<file path="src/rtl/sdram_agent_mux_if.sv">
// Client and controller-agent signals of the SDRAM agent mux, grouped for drop-in port wiring.
// The slave modport is the mux's view; the master modport is the clients' and controller's view.
interface sdram_agent_mux_if;
  logic        vid_req;
  logic [19:0] vid_addr;
  logic        vid_gnt;
  logic [15:0] vid_data;
  logic        vid_valid;

  logic        cpu_req;
  logic        cpu_we;
  logic [19:0] cpu_addr;
  logic [15:0] cpu_wdata;
  logic        cpu_gnt;
  logic [15:0] cpu_rdata;
  logic        cpu_valid;

  logic        RdReq;
  logic [19:0] RdAddr;
  logic        RdGnt;
  logic [15:0] RdData;
  logic        RdDataValid;

  logic        WrReq;
  logic [19:0] WrAddr;
  logic [15:0] WrData;
  logic        WrGnt;

  modport slave (
    input  vid_req, vid_addr, cpu_req, cpu_we, cpu_addr, cpu_wdata,
           RdGnt, RdData, RdDataValid, WrGnt,
    output vid_gnt, vid_data, vid_valid, cpu_gnt, cpu_rdata, cpu_valid,
           RdReq, RdAddr, WrReq, WrAddr, WrData
  );

  modport master (
    output vid_req, vid_addr, cpu_req, cpu_we, cpu_addr, cpu_wdata,
           RdGnt, RdData, RdDataValid, WrGnt,
    input  vid_gnt, vid_data, vid_valid, cpu_gnt, cpu_rdata, cpu_valid,
           RdReq, RdAddr, WrReq, WrAddr, WrData
  );
endinterface

</file>
<file path="src/rtl/sdram_agent_mux.sv">
// Merges a video read client and a CPU read/write client onto the SDRAM controller agents,
// with posted CPU writes, in-order read tagging and idle keep-alive dummy reads.
module sdram_agent_mux #(
  parameter int unsigned WFIFO_DEPTH      = 4,
  parameter int unsigned TAG_DEPTH        = 8,
  parameter int unsigned KEEPALIVE_CYCLES = 512
) (
  input  logic             clk,
  input  logic             rst,
  sdram_agent_mux_if.slave bus
);
  localparam int unsigned WAW = $clog2(WFIFO_DEPTH);
  localparam int unsigned TAW = $clog2(TAG_DEPTH);
  localparam int unsigned KAW = $clog2(KEEPALIVE_CYCLES + 1);

  localparam logic [WAW:0]   WF_FULL  = (WAW + 1)'(WFIFO_DEPTH);
  localparam logic [TAW:0]   TAG_FULL = (TAW + 1)'(TAG_DEPTH);
  localparam logic [KAW-1:0] KA_MAX   = KAW'(KEEPALIVE_CYCLES);

  typedef enum logic [1:0] {
    SRC_NONE  = 2'd0,
    SRC_VID   = 2'd1,
    SRC_CPU   = 2'd2,
    SRC_DUMMY = 2'd3
  } src_e;

  logic [19:0]    wf_addr_q [WFIFO_DEPTH];
  logic [15:0]    wf_data_q [WFIFO_DEPTH];
  logic [WAW-1:0] wf_wp_q, wf_wp_d;
  logic [WAW-1:0] wf_rp_q, wf_rp_d;
  logic [WAW:0]   wf_cnt_q, wf_cnt_d;

  src_e           tag_q [TAG_DEPTH];
  logic [TAW-1:0] tag_wp_q, tag_wp_d;
  logic [TAW-1:0] tag_rp_q, tag_rp_d;
  logic [TAW:0]   tag_cnt_q, tag_cnt_d;

  logic [KAW-1:0] ka_cnt_q, ka_cnt_d;
  logic [11:0]    ka_row_q, ka_row_d;
  logic           cpu_rd_busy_q, cpu_rd_busy_d;

  logic active;
  logic wf_empty, wf_full, wf_push, wf_pop;
  logic tag_empty, tag_full, tag_push, tag_pop;
  logic ka_due, cpu_rd_ok;
  logic rd_gnt, cpu_rd_gnt, cpu_wr_gnt, dummy_gnt;
  src_e rd_sel, tag_head;

  assign active    = ~rst;
  assign wf_empty  = (wf_cnt_q == '0);
  assign wf_full   = (wf_cnt_q == WF_FULL);
  assign tag_empty = (tag_cnt_q == '0);
  assign tag_full  = (tag_cnt_q == TAG_FULL);
  assign ka_due    = (ka_cnt_q == KA_MAX);
  assign tag_head  = tag_q[tag_rp_q];

  // A CPU read never passes a posted write, so it only competes once the write FIFO drains.
  assign cpu_rd_ok = bus.cpu_req & ~bus.cpu_we & wf_empty & ~cpu_rd_busy_q;

  // Read source select, VID > CPU > DUMMY; a full write FIFO masks all reads so writes drain.
  always_comb begin
    rd_sel = SRC_NONE;
    if (active && !wf_full) begin
      if (bus.vid_req)  rd_sel = SRC_VID;
      else if (cpu_rd_ok) rd_sel = SRC_CPU;
      else if (ka_due)  rd_sel = SRC_DUMMY;
    end
  end

  always_comb begin
    bus.RdReq  = (rd_sel != SRC_NONE);
    bus.RdAddr = '0;
    unique case (rd_sel)
      SRC_VID:   bus.RdAddr = bus.vid_addr;
      SRC_CPU:   bus.RdAddr = bus.cpu_addr;
      SRC_DUMMY: bus.RdAddr = {ka_row_q, 8'h00};
      default:   bus.RdAddr = '0;
    endcase
  end

  assign rd_gnt      = bus.RdGnt & bus.RdReq;
  assign tag_push    = rd_gnt;
  assign bus.vid_gnt = rd_gnt & (rd_sel == SRC_VID);
  assign cpu_rd_gnt  = rd_gnt & (rd_sel == SRC_CPU);
  assign dummy_gnt   = rd_gnt & (rd_sel == SRC_DUMMY);
  assign cpu_wr_gnt  = active & bus.cpu_req & bus.cpu_we & ~wf_full;
  assign bus.cpu_gnt = cpu_rd_gnt | cpu_wr_gnt;

  assign wf_push    = cpu_wr_gnt;
  assign bus.WrReq  = active & ~wf_empty;
  assign wf_pop     = bus.WrReq & bus.WrGnt;
  assign bus.WrAddr = bus.WrReq ? wf_addr_q[wf_rp_q] : '0;
  assign bus.WrData = bus.WrReq ? wf_data_q[wf_rp_q] : '0;

  // Return data is routed straight from RdData by the oldest outstanding tag; untagged beats vanish.
  assign tag_pop       = active & bus.RdDataValid & ~tag_empty;
  assign bus.vid_valid = tag_pop & (tag_head == SRC_VID);
  assign bus.cpu_valid = tag_pop & (tag_head == SRC_CPU);
  assign bus.vid_data  = bus.vid_valid ? bus.RdData : '0;
  assign bus.cpu_rdata = bus.cpu_valid ? bus.RdData : '0;

  always_comb begin
    wf_wp_d  = wf_push ? wf_wp_q + WAW'(1) : wf_wp_q;
    wf_rp_d  = wf_pop  ? wf_rp_q + WAW'(1) : wf_rp_q;
    wf_cnt_d = wf_cnt_q;
    if (wf_push && !wf_pop)      wf_cnt_d = wf_cnt_q + (WAW + 1)'(1);
    else if (wf_pop && !wf_push) wf_cnt_d = wf_cnt_q - (WAW + 1)'(1);

    tag_wp_d  = tag_push ? tag_wp_q + TAW'(1) : tag_wp_q;
    tag_rp_d  = tag_pop  ? tag_rp_q + TAW'(1) : tag_rp_q;
    tag_cnt_d = tag_cnt_q;
    if (tag_push && !tag_pop)      tag_cnt_d = tag_cnt_q + (TAW + 1)'(1);
    else if (tag_pop && !tag_push) tag_cnt_d = tag_cnt_q - (TAW + 1)'(1);

    ka_cnt_d = ka_cnt_q;
    if (bus.RdGnt)   ka_cnt_d = '0;
    else if (!ka_due) ka_cnt_d = ka_cnt_q + KAW'(1);

    ka_row_d = dummy_gnt ? ka_row_q + 12'd1 : ka_row_q;

    cpu_rd_busy_d = cpu_rd_busy_q;
    if (cpu_rd_gnt)         cpu_rd_busy_d = 1'b1;
    else if (bus.cpu_valid) cpu_rd_busy_d = 1'b0;
  end

  always_ff @(posedge clk) begin
    if (rst) begin
      wf_wp_q       <= '0;
      wf_rp_q       <= '0;
      wf_cnt_q      <= '0;
      tag_wp_q      <= '0;
      tag_rp_q      <= '0;
      tag_cnt_q     <= '0;
      ka_cnt_q      <= '0;
      ka_row_q      <= '0;
      cpu_rd_busy_q <= 1'b0;
    end else begin
      wf_wp_q       <= wf_wp_d;
      wf_rp_q       <= wf_rp_d;
      wf_cnt_q      <= wf_cnt_d;
      tag_wp_q      <= tag_wp_d;
      tag_rp_q      <= tag_rp_d;
      tag_cnt_q     <= tag_cnt_d;
      ka_cnt_q      <= ka_cnt_d;
      ka_row_q      <= ka_row_d;
      cpu_rd_busy_q <= cpu_rd_busy_d;
    end
  end

  always_ff @(posedge clk) begin
    if (wf_push) begin
      wf_addr_q[wf_wp_q] <= bus.cpu_addr;
      wf_data_q[wf_wp_q] <= bus.cpu_wdata;
    end
    if (tag_push) tag_q[tag_wp_q] <= rd_sel;
  end

  tag_no_overflow: assert property (@(posedge clk) disable iff (rst)
    !(tag_push && tag_full && !tag_pop));
endmodule

</file>
<file path="src/flat_wrapper.sv">
// flat-port wrapper written by rule: the top's interface ports become plain ports
module sdram_agent_mux_flat 
#(
  parameter int unsigned WFIFO_DEPTH      = 4,
  parameter int unsigned TAG_DEPTH        = 8,
  parameter int unsigned KEEPALIVE_CYCLES = 512
)
  (clk, rst, bus_vid_req, bus_vid_addr, bus_cpu_req, bus_cpu_we, bus_cpu_addr, bus_cpu_wdata, bus_RdGnt, bus_RdData, bus_RdDataValid, bus_WrGnt, bus_vid_gnt, bus_vid_data, bus_vid_valid, bus_cpu_gnt, bus_cpu_rdata, bus_cpu_valid, bus_RdReq, bus_RdAddr, bus_WrReq, bus_WrAddr, bus_WrData);
  sdram_agent_mux_if bus_i ();
  input  logic clk;
  input  logic rst;
  input wire logic [$bits(bus_i.vid_req)-1:0] bus_vid_req;
  input wire logic [$bits(bus_i.vid_addr)-1:0] bus_vid_addr;
  input wire logic [$bits(bus_i.cpu_req)-1:0] bus_cpu_req;
  input wire logic [$bits(bus_i.cpu_we)-1:0] bus_cpu_we;
  input wire logic [$bits(bus_i.cpu_addr)-1:0] bus_cpu_addr;
  input wire logic [$bits(bus_i.cpu_wdata)-1:0] bus_cpu_wdata;
  input wire logic [$bits(bus_i.RdGnt)-1:0] bus_RdGnt;
  input wire logic [$bits(bus_i.RdData)-1:0] bus_RdData;
  input wire logic [$bits(bus_i.RdDataValid)-1:0] bus_RdDataValid;
  input wire logic [$bits(bus_i.WrGnt)-1:0] bus_WrGnt;
  output wire logic [$bits(bus_i.vid_gnt)-1:0] bus_vid_gnt;
  output wire logic [$bits(bus_i.vid_data)-1:0] bus_vid_data;
  output wire logic [$bits(bus_i.vid_valid)-1:0] bus_vid_valid;
  output wire logic [$bits(bus_i.cpu_gnt)-1:0] bus_cpu_gnt;
  output wire logic [$bits(bus_i.cpu_rdata)-1:0] bus_cpu_rdata;
  output wire logic [$bits(bus_i.cpu_valid)-1:0] bus_cpu_valid;
  output wire logic [$bits(bus_i.RdReq)-1:0] bus_RdReq;
  output wire logic [$bits(bus_i.RdAddr)-1:0] bus_RdAddr;
  output wire logic [$bits(bus_i.WrReq)-1:0] bus_WrReq;
  output wire logic [$bits(bus_i.WrAddr)-1:0] bus_WrAddr;
  output wire logic [$bits(bus_i.WrData)-1:0] bus_WrData;
  assign bus_i.vid_req = bus_vid_req;
  assign bus_i.vid_addr = bus_vid_addr;
  assign bus_i.cpu_req = bus_cpu_req;
  assign bus_i.cpu_we = bus_cpu_we;
  assign bus_i.cpu_addr = bus_cpu_addr;
  assign bus_i.cpu_wdata = bus_cpu_wdata;
  assign bus_i.RdGnt = bus_RdGnt;
  assign bus_i.RdData = bus_RdData;
  assign bus_i.RdDataValid = bus_RdDataValid;
  assign bus_i.WrGnt = bus_WrGnt;
  assign bus_vid_gnt = bus_i.vid_gnt;
  assign bus_vid_data = bus_i.vid_data;
  assign bus_vid_valid = bus_i.vid_valid;
  assign bus_cpu_gnt = bus_i.cpu_gnt;
  assign bus_cpu_rdata = bus_i.cpu_rdata;
  assign bus_cpu_valid = bus_i.cpu_valid;
  assign bus_RdReq = bus_i.RdReq;
  assign bus_RdAddr = bus_i.RdAddr;
  assign bus_WrReq = bus_i.WrReq;
  assign bus_WrAddr = bus_i.WrAddr;
  assign bus_WrData = bus_i.WrData;
  sdram_agent_mux #(.WFIFO_DEPTH(WFIFO_DEPTH), .TAG_DEPTH(TAG_DEPTH), .KEEPALIVE_CYCLES(KEEPALIVE_CYCLES)) u_core (.clk(clk), .rst(rst), .bus(bus_i));
endmodule
</file>
<file path="config.mk">
export PLATFORM = sky130hd
export DESIGN_NAME = sdram_agent_mux_flat
export DESIGN_NICKNAME = d
export VERILOG_FILES = /design/src/rtl/sdram_agent_mux_if.sv /design/src/rtl/sdram_agent_mux.sv /design/src/flat_wrapper.sv
export SDC_FILE = /design/constraint.sdc
export NUM_CORES = 1
export LEC_CHECK = 0
export ABC_AREA = 1
export CAP_MARGIN = 20
export CORE_ASPECT_RATIO = 1.5
export CORE_UTILIZATION = 47
export CTS_CLUSTER_DIAMETER = 200
export DETAILED_ROUTE_END_ITERATION = 10
export PLACE_DENSITY = 0.76
export SLEW_MARGIN = 30
export SYNTH_ARGS = -nofsm -noshare
export SYNTH_HDL_FRONTEND = slang
export SYNTH_SLANG_ARGS = --single-unit
</file>
<file path="constraint.sdc">
create_clock -name clk -period 3.16 [get_ports clk]
set_input_delay 0.632 -clock clk [delete_from_list [all_inputs] [get_ports clk]]
set_output_delay 0.632 -clock clk [all_outputs]
set_load 0.02 [all_outputs]
</file>
==> run_results.csv, run 1 <==
group,metric,value,unit
timing,fmax,0.326,GHz
yosys,muxShareOfSynthArea,0,%
critical_path,r2r-start,"u_core.ka_cnt_q[0]",
global_routing,grt_overflow,0,
placed_design,dpl_cell_area,0.0116,mm²
timing,worstMarginPinSlew,923,ps
yosys,synth.distinct_cells,38,
global_routing,antenna_found_initial,1,
routing,avgViaCountPerCell,5.16,
critical_path,crit_arrival,2430,ps
critical_path,reg2reg_to,"u_core.tag_cnt_q[3]",
critical_path,slowest_stage,"clkdlybuf4s50_1",
power_and_ir_drop,power_leakage,0.00557,µW
power_and_ir_drop,p_per_area,529,mW/mm²
yosys,synth_cells,937,
routing,first_pass_iters,5,
placed_design,place_ws,-81.1,ps
timing,setup_viol,0,
floorplan,start_util,48.1,%
clock_tree,clk_latency,490,ps
yosys,synth.top_cells.by_area,"edfxtp_1, dfxtp_1, nor2_1",
critical_path,critical_path.max_stage_delay,630,ps
run_status,status,"finished clean",
routing,ant_nets,0,
yosys,synth_top_family_by_area,"simple AND/OR/NAND/NOR gates",
min_path,min_path_cells,2,
critical_path,worstSetupPathType,"input pin to output port",
yosys,syn_nets,1032,
placed_design,hpwlAfterDp,15.2,mm
floorplan,coreArea,0.0192,mm²
clock_tree,cts_tree,"yes",
clock_tree,holdBufCountCts,0,
routing,vias,7290,
yosys,yosys.area_share.simple,18.7,%
global_routing,grt_pass1_wl,35.6,mm
min_path,hold_start,"u_core.wf_rp_q[0]",
clock_tree,clock-root-buffer,"clkbuf_16",
critical_path,critPathLaunchType,"input pin",
yosys,synth_compound_area_share,11.1,%
critical_path,critPathMaxFanout,36,
timing,fin_crit,3070,ps
placed_design,place_congestion,0.867,
floorplan,rows,62,
clock_tree,cts_htree_levels,1,
floorplan,ios,174,
yosys,netlist_area,0.00922,mm²
critical_path,path_buf_inv,5,
critical_path,critical_path.cell_chain,"clkdlybuf4s50_1, nor2_1, buf_4, clkinv_1, buf_12, a21oi_1, clkdlybuf4s50_1",
critical_path,crit_top_cell,"clkdlybuf4s50_1",
finish,drive_gt1_share,11.7,%
routing,drc,0,
routing,post_drt_wl_per_cell,16.1,µm
yosys,ys_warn_count,0,
critical_path,crit_path_end_kind,"output port",
min_path,hp-class,"flop to flop",
clock_tree,cts_num_sinks,205,
finish,nets,1236,
job,max_cap_viol_count,0,
yosys,ys_seq_area_share,61.9,%
timing,setup_ws,93.4,ps
finish,area_delta_synth_final,34.8,%
placed_design,port_buffers,173,
timing,min_period_over_period,97.0,%
timing,slew_violations,0,
timing,fin_skew,16.2,ps
routing,wirelength,22.8,mm
clock_tree,numCtsBuffers,20,
floorplan,die_h,174,µm
clock_tree,clk_pin_slew,60,ps
critical_path,required,2530,ps
global_routing,grt_use_total,22.7,%
yosys,synth_area_leader_cell,"edfxtp_1",
routing,drt_iter0_drc,470,
critical_path,ff2ff_setup_slack,500,ps
yosys,avgSynthCellArea,9.84,µm²
yosys,synth_seq_cells,205,
global_routing,grt_pass1_vias,6986,
clock_tree,cts_buffer_depth,3,
critical_path,cp_top_family,"buffers and inverters",
finish,fin_area,0.0124,mm²
yosys,netlist.area_leader.share,52.1,%
timing,fin_hold_ws,465,ps
timing,relSlewSlack,37.9,%
global_routing,grt_max_degree,47,
yosys,synth-adder-area-share,2.20,%
floorplan,die_area,0.0202,mm²
power_and_ir_drop,ir_worst_vdd,0.421,mV
timing,hold_viol,0,
floorplan,die_w,116,µm
yosys,synth-xor-area-share,0.665,%
critical_path,reg2reg_depth,17,
## cells by family (layout without fill, tap and decap cells)
| kind of cell | after synthesis | in the layout |
|---|---|---|
| other | 0 | 1 |
| flip-flops | 205 | 205 |
| AO/OA/AOI/OAI | 187 | 187 |
| XOR/XNOR | 7 | 7 |
| AND/OR/NAND/NOR | 393 | 393 |
| buffers and inverters | 130 | 348 |
| adder cells (fa/ha/maj) | 15 | 15 |
## cell usage after synthesis
library cell / count
o21a_1: 1
a31oi_4: 1
nor2_4: 5
clkinv_1: 2
a31oi_1: 1
or2_0: 1
nor3_1: 6
nand2_1: 80
a22o_1: 8
nand2_4: 2
nand3_1: 16
nand3_2: 6
a211oi_1: 2
xor2_1: 7
buf_1: 8
nor3b_2: 1
nor2_1: 240
clkbuf_1: 19
o211ai_1: 11
ha_1: 13
nand4_2: 2
o21ai_2: 1
nor2_2: 10
buf_4: 2
or2_4: 1
inv_1: 76
fa_1: 2
nand2_2: 3
nand3_4: 1
a21boi_0: 1
dfxtp_1: 45
a21oi_1: 62
edfxtp_1: 160
o21ai_1: 6
inv_2: 13
buf_2: 10
nand4_1: 19
o21ai_0: 93
## power by group
group	switching [µW]	total, µW	internal (µW)
registers	48.0	3020	2980
clock network	955	2370	1420
logic	683	1180	496
total	1690	6580	4890
## worst register-to-register path: stages, from the launching register on
cell and delay [ps]:
dfxtp_1 340, inv_1 70, ha_1 160, nand2_1 80, nor2_2 220, nand3_4 170, a31oi_4 230, nand2_4 70
inv_2 60, ha_1 170, inv_1 90, ha_1 320, nand2_1 70, nand2_1 60, o21ai_0 160, nand3_1 100
o21ai_0 150, a21oi_1 50
## placed cells by master, fill, tap and decap left out, drive strengths merged, types with 11 or more instances in the layout
| master | Yosys | layout |
|---|---|---|
| o21ai | 100 | 100 |
| buf | 20 | 48 |
| dfxtp | 45 | 45 |
| nand3 | 23 | 23 |
| ha | 13 | 13 |
| dlygate4sd2 | 0 | 20 |
| nor2 | 255 | 255 |
| edfxtp | 160 | 160 |
| dlymetal6s2s | 0 | 56 |
| a21oi | 62 | 62 |
| o211ai | 11 | 11 |
| clkdlybuf4s50 | 0 | 97 |
| nand2 | 85 | 85 |
| nand4 | 21 | 21 |
| inv | 89 | 89 |
| clkbuf | 19 | 31 |
## flip-flops by register name, summed over array words and instances, names as in the netlist, named ones only
| register | flops |
|---|---|
| u_core.wf_rp_q | 2 |
| u_core.ka_row_q | 12 |
| u_core.ka_cnt_q | 10 |
| u_core.tag_cnt_q | 4 |
| u_core.wf_data_q | 64 |
| u_core.tag_wp_q | 3 |
| u_core.wf_cnt_q | 3 |
| u_core.wf_addr_q | 80 |
| u_core.cpu_rd_busy_q | 1 |
| u_core.tag_rp_q | 3 |
| u_core.wf_wp_q | 2 |
| u_core.tag_q | 16 |
## metrics by stage
| step | std cells | TNS, ps | utilization [%] | power [µW] |
|---|---|---|---|---|
| after global routing | 1412 | -8.47 | 64.9 | 6840 |
| after CTS | 1411 | 0 | 64.0 | 6630 |
| after floorplan | 937 | -19090 | - | 3710 |
| after detailed placement | 1375 | -399 | 60.7 | 4280 |
| final | 1412 | 0 | 64.9 | 6580 |
| after global placement | 1375 | -129 | 60.7 | 4250 |
## what timing repair did
| item | in CTS | in global routing |
|---|---|---|
| gates cloned | 0 | 0 |
| resized for setup | 22 | 62 |
| pin swaps | 0 | 0 |
| buffers inserted | 0 | 0 |
| setup endpoints to repair | 54 | 58 |
## routing by layer
layer	GRT usage, %	vias up	wire, µm
li1	-	3576	-
met1	26.9	3447	8760
met2	40.7	230	12100
met3	3.43	37	1350
met4	8.17	0	599
met5	0	-	0
## final cells by class
class	instances	area (µm²)
multi-input cells	602	3050
fillers	1525	6730
repair buffers	221	2340
clock inverters	5	55.1
clock buffers	31	613
inverters	91	345
diodes	1	2.50
flip-flops and latches	205	5710
well taps	256	320
## how the worst max path moves through the flow
stage,slack [ps],cells past startpoint,start,endpoint
CTS,0.4,8,rst,bus_cpu_rdata[15]
floorplan,-130,6,rst,u_core.wf_addr_q[0][0]
finish,90,7,rst,bus_WrData[10]
detailed placement,-80,8,rst,bus_RdAddr[10]
global placement,-80,8,rst,bus_RdAddr[10]
global route,-8,7,rst,bus_WrData[14]
(Power assumes the default switching activity.)
==> inputs of run 2 (changes only) <==
Settings changed: CORE_ASPECT_RATIO 1.5 to 0.8, SLEW_MARGIN 30 to not set.
==> run 2 against run 1 <==
  * Die area about the same
  * Wire length grew 0.20%
  * Non-clock buffer count up 8
  * Maximum frequency is 1.1% lower
  * Sequential power about the same
  * Critical path depth fell by 1
  * Clock skew fell by 2.7 ps
  * Setup slack lost 35 ps
  * Hold slack improved by 2.3 ps
  * Final cell count up 0.64%
  * Global-route usage is 0.36 points lower
  * Critical endpoint unchanged
==> run_results.csv, run 2 (synthesized netlist as in run 1, its figures left out) <==
group,metric,value,unit
run_status,status,"finished clean",
finish,largest-register,"u_core.wf_addr_q",
power_and_ir_drop,combPwrFrac,17.9,%
finish,layout_commonest_cell,"nor2_1",
finish,final_cells,1421,
timing,rsz0062_at_grt,"no",
finish,antenna_cells,0,
timing,worstMarginPinSlew,468,ps
floorplan,rows,45,
clock_tree,clk_latency,500,ps
floorplan,start_util,48.3,%
power_and_ir_drop,power_leakage,0.00561,µW
critical_path,critPathMaxFanout,27,
floorplan,die_w,159,µm
routing,drc,0,
timing,relSlewSlack,68.8,%
finish,fillCellCount,1465,
routing,ant_nets,0,
routing,vias,7313,
clock_tree,holdBufCountCts,0,
critical_path,crit_path_end_kind,"output port",
timing,slew_violations,0,
min_path,hp-class,"flop to flop",
timing,hold_viol,0,
routing,post_drt_wl_per_cell,16.1,µm
floorplan,die_area,0.0202,mm²
placed_design,dp.cells,1384,
floorplan,ios,174,
global_routing,grt_max_degree,47,
global_routing,grt_pass1_vias,6748,
global_routing,grt_pass1_wl,34.9,mm
critical_path,worstSetupPathType,"input pin to output port",
clock_tree,cts_buffer_depth,3,
finish,drive_gt1_share,12.1,%
power_and_ir_drop,p_per_area,540,mW/mm²
global_routing,grt_use_met2,35.2,%
timing,fin_crit,3100,ps
power_and_ir_drop,finalPower,6770,µW
routing,drt_iter0_drc,654,
floorplan,coreArea,0.0191,mm²
power_and_ir_drop,power_switching_share,25.8,%
floorplan,die_h,127,µm
finish,top_regs,"u_core.wf_addr_q: 80 flops, u_core.wf_data_q: 64 flops, u_core.tag_q: 16 flops",
timing,fin_skew,13.5,ps
timing,fmax,0.322,GHz
power_and_ir_drop,clock_power_share,37.4,%
global_routing,antenna_found_initial,0,
power_and_ir_drop,power.net_switching,1750,µW
routing,first_pass_iters,5,
global_routing,grt_use_total,22.3,%
placed_design,place_congestion,0.843,
clock_tree,clock-root-buffer,"clkbuf_16",
critical_path,required,2530,ps
critical_path,crit_arrival,2470,ps
critical_path,critPathLaunchType,"input pin",
clock_tree,numCtsBuffers,20,
global_routing,use_met3,3.49,%
global_routing,busiest_layer,"met2",
clock_tree,cts_num_sinks,205,
power_and_ir_drop,p_int,5020,µW
routing,avgViaCountPerCell,5.15,
clock_tree,cts_htree_levels,1,
finish,area_delta_synth_final,36.0,%
finish,nets,1244,
global_routing,grt_overflow,0,
clock_tree,clk_pin_slew,60,ps
power_and_ir_drop,p_seq_share,44.7,%
global_routing,use_met1,32.1,%
finish,largest_reg_flops,80,
timing,setup_viol,0,
routing,wirelength,22.8,mm
power_and_ir_drop,ir_worst_vdd,0.305,mV
placed_design,port_buffers,173,
clock_tree,cts_tree,"yes",
placed_design,hpwlAfterDp,15.2,mm
finish,final_cell_mix,"nor2_1, edfxtp_1, clkdlybuf4s50_1, o21ai_0, nand2_1",
job,max_cap_viol_count,0,
timing,min_period_over_period,98.1,%
run 2: changes by cell type in the layout (fill, tap and decap cells not counted), moves of 2 or more:
cell / before / now
buf_4: 37 / 43
bufinv_16: 1 / 4
clkbuf_1: 5 / 3
clkbuf_8: 5 / 1
clkdlybuf4s50_1: 97 / 100
clkinv_1: 1 / 3
clkinv_4: 0 / 2
dlygate4sd2_1: 20 / 18
run 2: worst paths after layout:
path / startpoint / endpoint / slack, ps / cells after the start
worst min register to register: u_core.cpu_rd_busy_q / u_core.cpu_rd_busy_q / 470 / 2
worst max register to register: u_core.ka_cnt_q[0] / u_core.tag_cnt_q[3] / 480 / 18
worst max-delay path: rst / bus_WrData[10] / 60 / 6
worst min-delay path: u_core.cpu_rd_busy_q / u_core.cpu_rd_busy_q / 470 / 2
run 2: timing repair:
action,in CTS,in global routing
pin swaps,0,1
gates resized for setup,22,57
endpoints found under the setup margin,48,56
cloned,0,0
buffers inserted,0,1
run 2: final cells by class:
cell class	instances	area, µm²	area share [%]
Inverter	91	342	2.72
Multi-Input combinational cell	602	3050	24.3
Clock buffer	24	526	4.19
Tap cell	258	323	2.57
Timing Repair Buffer	229	2410	19.2
Sequential cell	205	5710	45.5
Clock inverter	12	183	1.46
run 2: power groups by stage:
stage	registers, µW	logic (µW)	clock network, µW
3_3_place_gp	3080	1200	0
3_5_place_dp	3090	1220	0
6_report	3030	1210	2530
4_1_cts	3030	1220	2560
5_1_grt	3040	1320	2660
2_1_floorplan	3060	644	0
run 2: worst max-delay path, stage by stage:
cell and delay, ps:
clkdlybuf4s50_1 480, nor2_1 190, clkinv_1 130, buf_12 180, a21oi_1 190, clkdlybuf4s50_1 650
run 2: metrics by stage:
| step | setup TNS [ps] | hold WS, ps | cell area (µm²) | worst slack, ps | utilization, % |
|---|---|---|---|---|---|
| finish | 0 | 467 | 12500 | 58.6 | 65.7 |
| global route | 0 | 487 | 12500 | 4.33 | 65.7 |
| CTS | 0 | 467 | 12400 | 1.44 | 64.9 |
| detailed placement | -1060 | 458 | 11700 | -135 | 61.3 |
| global placement | -1040 | 451 | 11700 | -121 | 61.3 |
| floorplan | -19090 | 433 | 9220 | -133 | - |
run 2: layer usage:
metal | vias up | share of wire [%]
li1 | 3599 | -
met1 | 3396 | 45
met2 | 278 | 46
met3 | 40 | 7.4
met4 | 0 | 2.0
met5 | - | 0
==> inputs of run 3 (changes only) <==
Settings changed: TNS_END_PERCENT set to 1.
==> run 3 against run 2 <==
  * Clock-buffer cell count is the same
  * Maximum frequency grew 0.13%
  * Core utilization is 0.059 points lower
  * Final area about the same
  * Combinational power hardly changed
  * Global-route usage unchanged
  * Die area unchanged
  * Critical path depth did not move
  * Sequential cell count is the same
  * Clock power barely moved
  * Highest routed layer unchanged
==> run_results.csv, run 3 (synthesized netlist as in run 1, its figures left out) <==
group,metric,value,unit
critical_path,path_buf_inv,2,
placed_design,place_congestion,0.843,
global_routing,antenna_found_initial,0,
global_routing,grt_overflow,0,
routing,post_drt_wl_per_cell,16.1,µm
critical_path,critPathLaunchType,"flop",
floorplan,ios,174,
finish,fillCellCount,1469,
global_routing,grt_pass1_vias,6748,
finish,area_delta_synth_final,35.9,%
timing,fin_crit,3100,ps
clock_tree,clk_latency,500,ps
finish,largest-register,"u_core.wf_addr_q",
power_and_ir_drop,power_switching_share,25.8,%
critical_path,critical_path.cell_chain,"buf_4, nor2_1, nor2_1, o21ai_0, a21oi_1, clkdlybuf4s50_1",
floorplan,rows,45,
routing,vias,7319,
timing,slew_violations,0,
timing,fin_setup_tns,0,ps
clock_tree,clk_pin_slew,60,ps
routing,drt_iter0_drc,613,
critical_path,r2r-start,"u_core.ka_cnt_q[0]",
clock_tree,holdBufCountCts,0,
finish,multiInputGateArea,0.00305,mm²
global_routing,grt_max_degree,47,
placed_design,port_buffers,173,
power_and_ir_drop,power.net_switching,1750,µW
routing,avgViaCountPerCell,5.15,
placed_design,hpwlAfterDp,15.2,mm
clock_tree,postCtsSetupBuffers,0,
power_and_ir_drop,combPwrFrac,17.9,%
clock_tree,cts_htree_levels,1,
placed_design,dpl_cell_area,0.0117,mm²
finish,top_regs,"u_core.wf_addr_q: 80 flops, u_core.wf_data_q: 64 flops, u_core.tag_q: 16 flops",
timing,min_period_over_period,98.0,%
clock_tree,cts_tree,"yes",
min_path,min_path_cells,2,
routing,wirelength,22.9,mm
power_and_ir_drop,clock_power_share,37.4,%
critical_path,crit_path_end_kind,"output port",
timing,relSlewSlack,68.5,%
clock_tree,cts_buffer_depth,3,
critical_path,critical_path.max_stage_delay,620,ps
global_routing,grt_pass1_wl,34.9,mm
power_and_ir_drop,p_per_area,540,mW/mm²
finish,fin_area,0.0125,mm²
timing,setup_viol,0,
critical_path,critPathCapture,"bus_WrAddr[19]",
global_routing,grt_use_total,22.3,%
finish,final_cells,1420,
critical_path,reg2reg_depth,18,
timing,hold_viol,0,
finish,largest_reg_flops,80,
run_status,status,"finished clean",
critical_path,ff2ff_setup_slack,480,ps
timing,rsz0062_at_grt,"yes",
finish,antenna_cells,0,
floorplan,die_w,159,µm
timing,fin_skew,13.3,ps
critical_path,required,2530,ps
clock_tree,cts_num_sinks,205,
critical_path,crit_arrival,2470,ps
power_and_ir_drop,p_int,5020,µW
critical_path,slowest_stage,"clkdlybuf4s50_1",
floorplan,die_area,0.0202,mm²
clock_tree,numCtsBuffers,20,
power_and_ir_drop,ir_worst_vdd,0.325,mV
power_and_ir_drop,finalPower,6770,µW
power_and_ir_drop,power_leakage,0.00560,µW
routing,first_pass_iters,5,
critical_path,cp_top_family,"buffers and inverters",
power_and_ir_drop,p_seq_share,44.7,%
finish,final_cell_mix,"nor2_1, edfxtp_1, clkdlybuf4s50_1, o21ai_0, nand2_1",
finish,layout_commonest_cell,"nor2_1",
timing,fmax,0.323,GHz
job,max_cap_viol_count,0,
floorplan,coreArea,0.0191,mm²
finish,drive_gt1_share,12.0,%
timing,worstMarginPinSlew,472,ps
critical_path,crit_top_cell,"nor2_1",
floorplan,start_util,48.3,%
placed_design,dp.cells,1384,
finish,regArea,0.00571,mm²
critical_path,worstSetupPathType,"flop to output port",
routing,drc,0,
critical_path,critPathMaxFanout,21,
min_path,hp-class,"flop to flop",
finish,nets,1243,
routing,ant_nets,0,
floorplan,die_h,127,µm
critical_path,cp.depth,6,
clock_tree,clock-root-buffer,"clkbuf_16",
critical_path,reg2reg_to,"u_core.tag_cnt_q[3]",
==> run 3: power by group through the flow <==
stage	sequential (µW)	clock, µW	combinational, µW
finish	3030	2530	1210
global route	3040	2660	1320
CTS	3030	2560	1220
detailed placement	3090	0	1220
global placement	3080	0	1200
floorplan	3060	0	644
==> run 3: how the worst min path moves through the flow <==
| stage | slack, ps | end | from |
|---|---|---|---|
| 2_1_floorplan | 430 | flop | u_core.tag_rp_q[2] |
| 3_3_place_gp | 450 | u_core.tag_rp_q[2] | u_core.tag_rp_q[2] |
| 3_5_place_dp | 460 | u_core.cpu_rd_busy_q | u_core.cpu_rd_busy_q |
| 4_1_cts | 470 | u_core.cpu_rd_busy_q | u_core.cpu_rd_busy_q |
| 5_1_grt | 490 | u_core.cpu_rd_busy_q | u_core.cpu_rd_busy_q |
| 6_report | 470 | u_core.cpu_rd_busy_q | u_core.cpu_rd_busy_q |
==> run 3: tightest hold or removal path, stage by stage (launching register included) <==
cell,delay (ps)
dfxtp_1,310
nand2_1,60
a21oi_1,50
==> run 3: cell type report <==
class,instances,share of cell area (%)
inverters,91,2.73
multi-input cells,602,24.3
clock inverters,12,1.46
clock buffers,24,4.19
repair buffers,228,19.2
well taps,258,2.58
flip-flops and latches,205,45.6
==> run 3: repair_timing <==
action                     4_1_cts  5_1_grt
resized for setup               22       56
setup endpoints to repair       48       56
pin swaps                        0        1
==> run 3: metrics by stage <==
| step | setup WS (ps) | hold slack [ps] | utilization, % |
|---|---|---|---|
| final | 62.5 | 467 | 65.7 |
| after detailed placement | -135 | 458 | 61.3 |
| after CTS | 1.44 | 467 | 64.9 |
| after global routing | -5.24 | 487 | 65.7 |
| after global placement | -121 | 451 | 61.3 |
| after floorplan | -133 | 433 | - |
==> run 3: layer usage <==
| layer | GRT usage, % | up-vias | wire (µm) |
|---|---|---|---|
| li1 | - | 3597 | - |
| met1 | 32.1 | 3433 | 10400 |
| met2 | 35.2 | 245 | 10400 |
| met3 | 3.49 | 44 | 1530 |
| met4 | 6.22 | 0 | 489 |
| met5 | 0 | - | 0 |
